$ cat config.mk
export PLATFORM = sky130hd
export DESIGN_NAME = muldiv_hilo_unit_flat
export DESIGN_NICKNAME = d
export VERILOG_FILES = /design/src/rtl/muldiv_hilo_unit_if.sv /design/src/rtl/muldiv_hilo_unit.sv /design/src/flat_wrapper.sv
export SDC_FILE = /design/constraint.sdc
export NUM_CORES = 2
export LEC_CHECK = 0
export CAP_MARGIN = 20
export CORE_UTILIZATION = 42
export CTS_BUF_LIST = sky130_fd_sc_hd__clkbuf_4 sky130_fd_sc_hd__clkbuf_8
export CTS_CLUSTER_SIZE = 30
export DETAILED_ROUTE_END_ITERATION = 7
export PLACE_DENSITY_LB_ADDON = 0.3
export SLEW_MARGIN = 20
export SYNTH_ARGS = -nofsm -noshare
export SYNTH_HDL_FRONTEND = slang
export SYNTH_SLANG_ARGS = --single-unit
export TNS_END_PERCENT = 30
$ cat constraint.sdc
create_clock -name clk -period 10.7 [get_ports clk]
set_input_delay 2.14 -clock clk [delete_from_list [all_inputs] [get_ports clk]]
set_output_delay 2.14 -clock clk [all_outputs]
set_load 0.02 [all_outputs]
$ cat src/rtl/muldiv_hilo_unit_if.sv
// rtl/muldiv_hilo_unit_if.sv - E-stage issue/stall handshake and HI/LO result bundle for the mul/div unit
interface muldiv_hilo_unit_if #(
    parameter int WIDTH = 32
);
    logic             start;
    logic [2:0]       op;
    logic [WIDTH-1:0] a;
    logic [WIDTH-1:0] b;
    logic             flush;
    logic             stall_e;
    logic             stall_o;
    logic [WIDTH-1:0] hi_o;
    logic [WIDTH-1:0] lo_o;
    logic             done;
    logic             div_by_zero;

    modport master (
        output start, op, a, b, flush, stall_e,
        input  stall_o, hi_o, lo_o, done, div_by_zero
    );

    modport slave (
        input  start, op, a, b, flush, stall_e,
        output stall_o, hi_o, lo_o, done, div_by_zero
    );
endinterface

$ cat src/rtl/muldiv_hilo_unit.sv
// rtl/muldiv_hilo_unit.sv - multi-cycle MULT/MULTU/DIV/DIVU unit with integrated HI/LO and E-stage stall request
module muldiv_hilo_unit #(
    parameter int WIDTH       = 32,
    parameter int MUL_LATENCY = 2
) (
    input  logic              clk,
    input  logic              rst,
    muldiv_hilo_unit_if.slave bus
);
    localparam int CNT_MAX = (WIDTH > MUL_LATENCY) ? WIDTH : MUL_LATENCY;
    localparam int CNT_W   = $clog2(CNT_MAX + 1);

    localparam logic [2:0] OP_MULT  = 3'd1;
    localparam logic [2:0] OP_MULTU = 3'd2;
    localparam logic [2:0] OP_DIV   = 3'd3;
    localparam logic [2:0] OP_DIVU  = 3'd4;
    localparam logic [2:0] OP_MTHI  = 3'd5;
    localparam logic [2:0] OP_MTLO  = 3'd6;

    typedef enum logic [1:0] {S_IDLE, S_MUL, S_DIV, S_DONE} state_t;
    state_t r_state, w_next;

    logic [CNT_W-1:0]   r_cnt;
    // Multiply: raw operands. Divide: r_a is the dividend shifting out / quotient shifting in, r_b the divisor magnitude.
    logic [WIDTH-1:0]   r_a, r_b, r_rem, r_hi, r_lo;
    logic               r_signed, r_neg_q, r_neg_r, r_done, r_dbz;

    logic               w_issue, w_is_mul, w_is_div, w_b_zero, w_last, w_stall;
    logic               w_a_neg, w_b_neg, w_qbit;
    logic [WIDTH-1:0]   w_a_mag, w_b_mag, w_rem_nx, w_quo_nx;
    logic [2*WIDTH-1:0] w_ma, w_mb, w_prod;
    logic [WIDTH:0]     w_rem_sh, w_diff;

    assign w_issue  = bus.start & ~bus.flush & (r_state == S_IDLE);
    assign w_is_mul = (bus.op == OP_MULT) | (bus.op == OP_MULTU);
    assign w_is_div = (bus.op == OP_DIV) | (bus.op == OP_DIVU);
    assign w_b_zero = (bus.b == '0);
    assign w_last   = (r_cnt == '0);

    assign w_a_neg  = (bus.op == OP_DIV) & bus.a[WIDTH-1];
    assign w_b_neg  = (bus.op == OP_DIV) & bus.b[WIDTH-1];
    assign w_a_mag  = w_a_neg ? -bus.a : bus.a;
    assign w_b_mag  = w_b_neg ? -bus.b : bus.b;

    // Sign-extending to 2*WIDTH lets one unsigned multiplier serve both MULT and MULTU.
    assign w_ma     = {{WIDTH{r_signed & r_a[WIDTH-1]}}, r_a};
    assign w_mb     = {{WIDTH{r_signed & r_b[WIDTH-1]}}, r_b};
    assign w_prod   = w_ma * w_mb;

    assign w_rem_sh = {r_rem, r_a[WIDTH-1]};
    assign w_diff   = w_rem_sh - {1'b0, r_b};
    assign w_qbit   = w_rem_sh[WIDTH] | ~w_diff[WIDTH];
    assign w_rem_nx = w_qbit ? w_diff[WIDTH-1:0] : w_rem_sh[WIDTH-1:0];
    assign w_quo_nx = {r_a[WIDTH-2:0], w_qbit};

    always_ff @(posedge clk) begin
        if (rst) r_state <= S_IDLE;
        else     r_state <= w_next;
    end

    always_comb begin
        w_next  = r_state;
        w_stall = 1'b0;
        case (r_state)
            S_IDLE: begin
                if (w_issue && w_is_mul) begin
                    w_next  = S_MUL;
                    w_stall = 1'b1;
                end else if (w_issue && w_is_div) begin
                    w_next  = w_b_zero ? S_DONE : S_DIV;
                    w_stall = 1'b1;
                end
            end
            S_MUL, S_DIV: begin
                w_stall = 1'b1;
                if (w_last) w_next = S_DONE;
            end
            S_DONE:  if (!bus.stall_e) w_next = S_IDLE;
            default: w_next = S_IDLE;
        endcase
        if (bus.flush) w_next = S_IDLE;
    end

    always_ff @(posedge clk) begin
        if (rst) begin
            r_cnt    <= '0;
            r_a      <= '0;
            r_b      <= '0;
            r_rem    <= '0;
            r_hi     <= '0;
            r_lo     <= '0;
            r_signed <= 1'b0;
            r_neg_q  <= 1'b0;
            r_neg_r  <= 1'b0;
            r_done   <= 1'b0;
            r_dbz    <= 1'b0;
        end else begin
            r_done <= (w_next == S_DONE) && (r_state != S_DONE);
            r_dbz  <= w_issue & w_is_div & w_b_zero;
            if (!bus.flush) begin
                case (r_state)
                    S_IDLE: if (w_issue) begin
                        if (bus.op == OP_MTHI) r_hi <= bus.a;
                        if (bus.op == OP_MTLO) r_lo <= bus.a;
                        if (w_is_mul) begin
                            r_a      <= bus.a;
                            r_b      <= bus.b;
                            r_signed <= (bus.op == OP_MULT);
                            r_cnt    <= CNT_W'(MUL_LATENCY - 1);
                        end
                        if (w_is_div) begin
                            r_a     <= w_a_mag;
                            r_b     <= w_b_mag;
                            r_rem   <= '0;
                            r_neg_q <= w_a_neg ^ w_b_neg;
                            r_neg_r <= w_a_neg;
                            r_cnt   <= CNT_W'(WIDTH - 1);
                        end
                    end
                    S_MUL: begin
                        r_cnt <= r_cnt - 1'b1;
                        if (w_last) {r_hi, r_lo} <= w_prod;
                    end
                    S_DIV: begin
                        r_cnt <= r_cnt - 1'b1;
                        r_a   <= w_quo_nx;
                        r_rem <= w_rem_nx;
                        if (w_last) begin
                            r_lo <= r_neg_q ? -w_quo_nx : w_quo_nx;
                            r_hi <= r_neg_r ? -w_rem_nx : w_rem_nx;
                        end
                    end
                    default: ;
                endcase
            end
        end
    end

    assign bus.stall_o     = w_stall;
    assign bus.hi_o        = r_hi;
    assign bus.lo_o        = r_lo;
    assign bus.done        = r_done;
    assign bus.div_by_zero = r_dbz;
endmodule

$ cat src/flat_wrapper.sv
// flat-port wrapper written by rule: the top's interface ports become plain ports
module muldiv_hilo_unit_flat 
#(
    parameter int WIDTH       = 32,
    parameter int MUL_LATENCY = 2
)
  (clk, rst, bus_start, bus_op, bus_a, bus_b, bus_flush, bus_stall_e, bus_stall_o, bus_hi_o, bus_lo_o, bus_done, bus_div_by_zero);
  muldiv_hilo_unit_if #(.WIDTH(WIDTH)) bus_i ();
  input  logic clk;
  input  logic rst;
  input wire logic [$bits(bus_i.start)-1:0] bus_start;
  input wire logic [$bits(bus_i.op)-1:0] bus_op;
  input wire logic [$bits(bus_i.a)-1:0] bus_a;
  input wire logic [$bits(bus_i.b)-1:0] bus_b;
  input wire logic [$bits(bus_i.flush)-1:0] bus_flush;
  input wire logic [$bits(bus_i.stall_e)-1:0] bus_stall_e;
  output wire logic [$bits(bus_i.stall_o)-1:0] bus_stall_o;
  output wire logic [$bits(bus_i.hi_o)-1:0] bus_hi_o;
  output wire logic [$bits(bus_i.lo_o)-1:0] bus_lo_o;
  output wire logic [$bits(bus_i.done)-1:0] bus_done;
  output wire logic [$bits(bus_i.div_by_zero)-1:0] bus_div_by_zero;
  assign bus_i.start = bus_start;
  assign bus_i.op = bus_op;
  assign bus_i.a = bus_a;
  assign bus_i.b = bus_b;
  assign bus_i.flush = bus_flush;
  assign bus_i.stall_e = bus_stall_e;
  assign bus_stall_o = bus_i.stall_o;
  assign bus_hi_o = bus_i.hi_o;
  assign bus_lo_o = bus_i.lo_o;
  assign bus_done = bus_i.done;
  assign bus_div_by_zero = bus_i.div_by_zero;
  muldiv_hilo_unit #(.WIDTH(WIDTH), .MUL_LATENCY(MUL_LATENCY)) u_core (.clk(clk), .rst(rst), .bus(bus_i));
endmodule
==> metrics.yaml <==
outcome: "finished, violations left"
violations: "design-rule violations"
fin_crit_sh: 0.908
gr-usage-met3: 0.0452
final_nets: 7416
cp.depth: 28
tritoncts: "built"
synth-seq-cells: 173
crit_top_cell: "fa_1"
io_buffers: 138
avgSynthCellArea_um2: 8.47
io_pins: 139
viasPerCell: 5.57
setup_tns_ns: 0
synth_edf_count: 0
ctsResizeCount: 0
die_h_um: 352
ant_nets: 0
cts-root-buf: "clkbuf_8"
max_freq_mhz: 103
rows: 128
start_kind: "flip-flop"
hold_path_class: "flip-flop to flip-flop"
yosysSeqAreaShare: 0.0672
grt-busiest-layer: "met2"
use_met2: 0.445
crit_fanout: 22
drt_iter0_markers: 3830
setup_viol: 0
worst-path-buf-inv: 6
crit_arrival_ns: 10.18
htreeDepth: 4
ys_warn_count: 0
clockBufferDepth: 2
crit_type: "flip-flop to flip-flop"
max-vdd-ir-drop_mv: 0.0834
ff2ff_path_depth: 28
grt_overflow: 0
grt.total_usage: 0.276
clk_pin_slew_worst_paths_ns: 0.13
p_per_area_mw_per_mm2: 45.3
finalCriticalPeriod_ns: 9.72
cts.sinks: 173
routed_wl_mm: 170
numCtsBuffers: 17
synthesis.area_mm2: 0.0515
met1_usage: 0.360
wl_per_cell_um: 22.3
coreArea_mm2: 0.122
slowest_stage: "dfxtp_1"
globalplace.congestion: 1.00
worstMarginPinSlew_ns: 1.17
max-slew-margin-rel: 0.218
start_util: 0.423
cp_top_family: "adder cells"
grt_max_degree: 94
cts_hold_buf: 0
end_kind: "flip-flop"
syn_to_final_growth_pct: 6.04
synth_cells: 6080
drtPass1Iterations: 8
dr_total_vias: 42300
synth_ff_type: "dfxtp_1"
layout-drive-gt1-share: 0.0410
cts_setup_buffers: 0
ys_async_sr_fraction: 0
syn_nets: 7534
drt_drc_violations_left: 1
antenna_found_initial: 9
grt_pass1_vias: 43600
synth_cell_type_count: 107
p_leak_uw: 0.0255
final-hold-violation-count: 0
clk_latency_ns: 0.63
slew_violations: 0
die-area_mm2: 0.124
cap_viol_max_count: 0
min_delay_path_depth: 2
rsz0062_at_grt: "no"
place_hpwl_mm: 140
grt_first_pass_wirelength_mm: 261
finalCoreUtilization: 0.449
final.setup_skew_ns: 0.0409
critPathMaxStageDelay_ns: 1.07
crit_required_ns: 11.16
die_w_um: 352
## worst paths after layout
path	start	slack, ns	end
hold reg to reg	u_core.bus.hi_o[17]	0.47	u_core.bus.hi_o[17]
setup / recovery	u_core.r_b[6]	0.98	u_core.bus.lo_o[31]
hold / removal	u_core.bus.hi_o[17]	0.47	u_core.bus.hi_o[17]
setup reg to reg	u_core.r_b[6]	0.98	u_core.bus.lo_o[31]
## cell type report
| type | count | area [um^2] |
|---|---|---|
| Clock inverter | 15 | 206 |
| Tap cell | 1625 | 2030 |
| Sequential cell | 173 | 3470 |
| Inverter | 1193 | 4480 |
| Antenna cell | 4 | 10.0 |
| Timing Repair Buffer | 257 | 2290 |
| Multi-Input combinational cell | 4320 | 41900 |
| Clock buffer | 17 | 234 |
| Fill cell | 12000 | 67100 |
## synthesized netlist by cell type (all sizes together), types with 49 or more instances
library cell | number | area (um^2)
inv | 1191 | 4470
fa | 1126 | 22500
nand2 | 896 | 3360
nor2 | 420 | 1580
and2 | 318 | 1990
clkbuf | 315 | 1270
a21oi | 259 | 1330
ha | 256 | 3200
dfxtp | 173 | 3460
xnor2 | 138 | 1210
o21ai | 124 | 632
nor3 | 78 | 418
buf | 77 | 408
xor2 | 68 | 596
a211oi | 66 | 543
a21o | 49 | 369
## stage by stage
stage | instance area [um^2] | instances | setup WS, ns | power (uW) | hold WS [ns]
after floorplan | 51500 | 6080 | 2.60 | 1460 | 0.477
after global placement | 54200 | 7568 | 1.04 | 1880 | 0.443
after detailed placement | 54200 | 7568 | 1.21 | 1890 | 0.450
after CTS | 54600 | 7600 | 1.14 | 2450 | 0.467
after global routing | 54600 | 7601 | 0.529 | 2590 | 0.480
final | 54600 | 7604 | 0.983 | 2470 | 0.469
## per-layer routing
layer | part of all wire | up-vias
li1 | - | 18300
met1 | 0.39 | 21700
met2 | 0.47 | 1912
met3 | 0.083 | 438
met4 | 0.060 | 0
met5 | 0 | -
## logic make-up after synthesis
family / synth area share
XOR/XNOR: 0.0350
adder cells (fa/ha/maj): 0.500
AO/OA/AOI/OAI: 0.0991
flip-flops: 0.0672
buffers and inverters: 0.120
multiplexers: 0.00510
AND/OR/NAND/NOR: 0.174
## layout by cell type, fill, tap and decap left out, drive strengths merged, types with 45 or more instances in the layout
cell type and instances:
and2 318, ha 256, nand2 896, a21o 49, nor3 78, dfxtp 173, inv 1198, a21oi 259
buf 120, o21ai 124, fa 1126, clkdlybuf4s50 137, xor2 68, xnor2 138, a211oi 66, nand3 45
a221oi 46, nor2 420
## sequential cells by signal, indices dropped and copies added (netlist names)
name and flops:
u_core.r_neg_r 1, u_core.bus.lo_o 32, u_core.r_b 32, u_core.r_a 32, u_core.bus.div_by_zero 1, u_core.r_signed 1, u_core.r_cnt 6, u_core.r_neg_q 1
u_core.r_rem 32, u_core.bus.hi_o 32, u_core.r_state 2, u_core.bus.done 1
## where the power goes
| part | total, uW | switching (uW) | internal [uW] |
|---|---|---|---|
| clock network | 567 | 364 | 203 |
| logic | 1160 | 779 | 383 |
| registers | 743 | 78.9 | 665 |
| total | 2470 | 1220 | 1250 |
## worst reg2reg max path, delay by kind of cell, from the launching register on
family	cells	cell delay [ns]
buffers and inverters	6	0.66
adders and majority gates	9	4.35
DFF	1	1.07
xor gates and xnor gates	1	0.18
AOI/OAI and AO/OA	8	2.59
and+or+nand+nor	4	0.71
(Power assumes the default switching activity.)
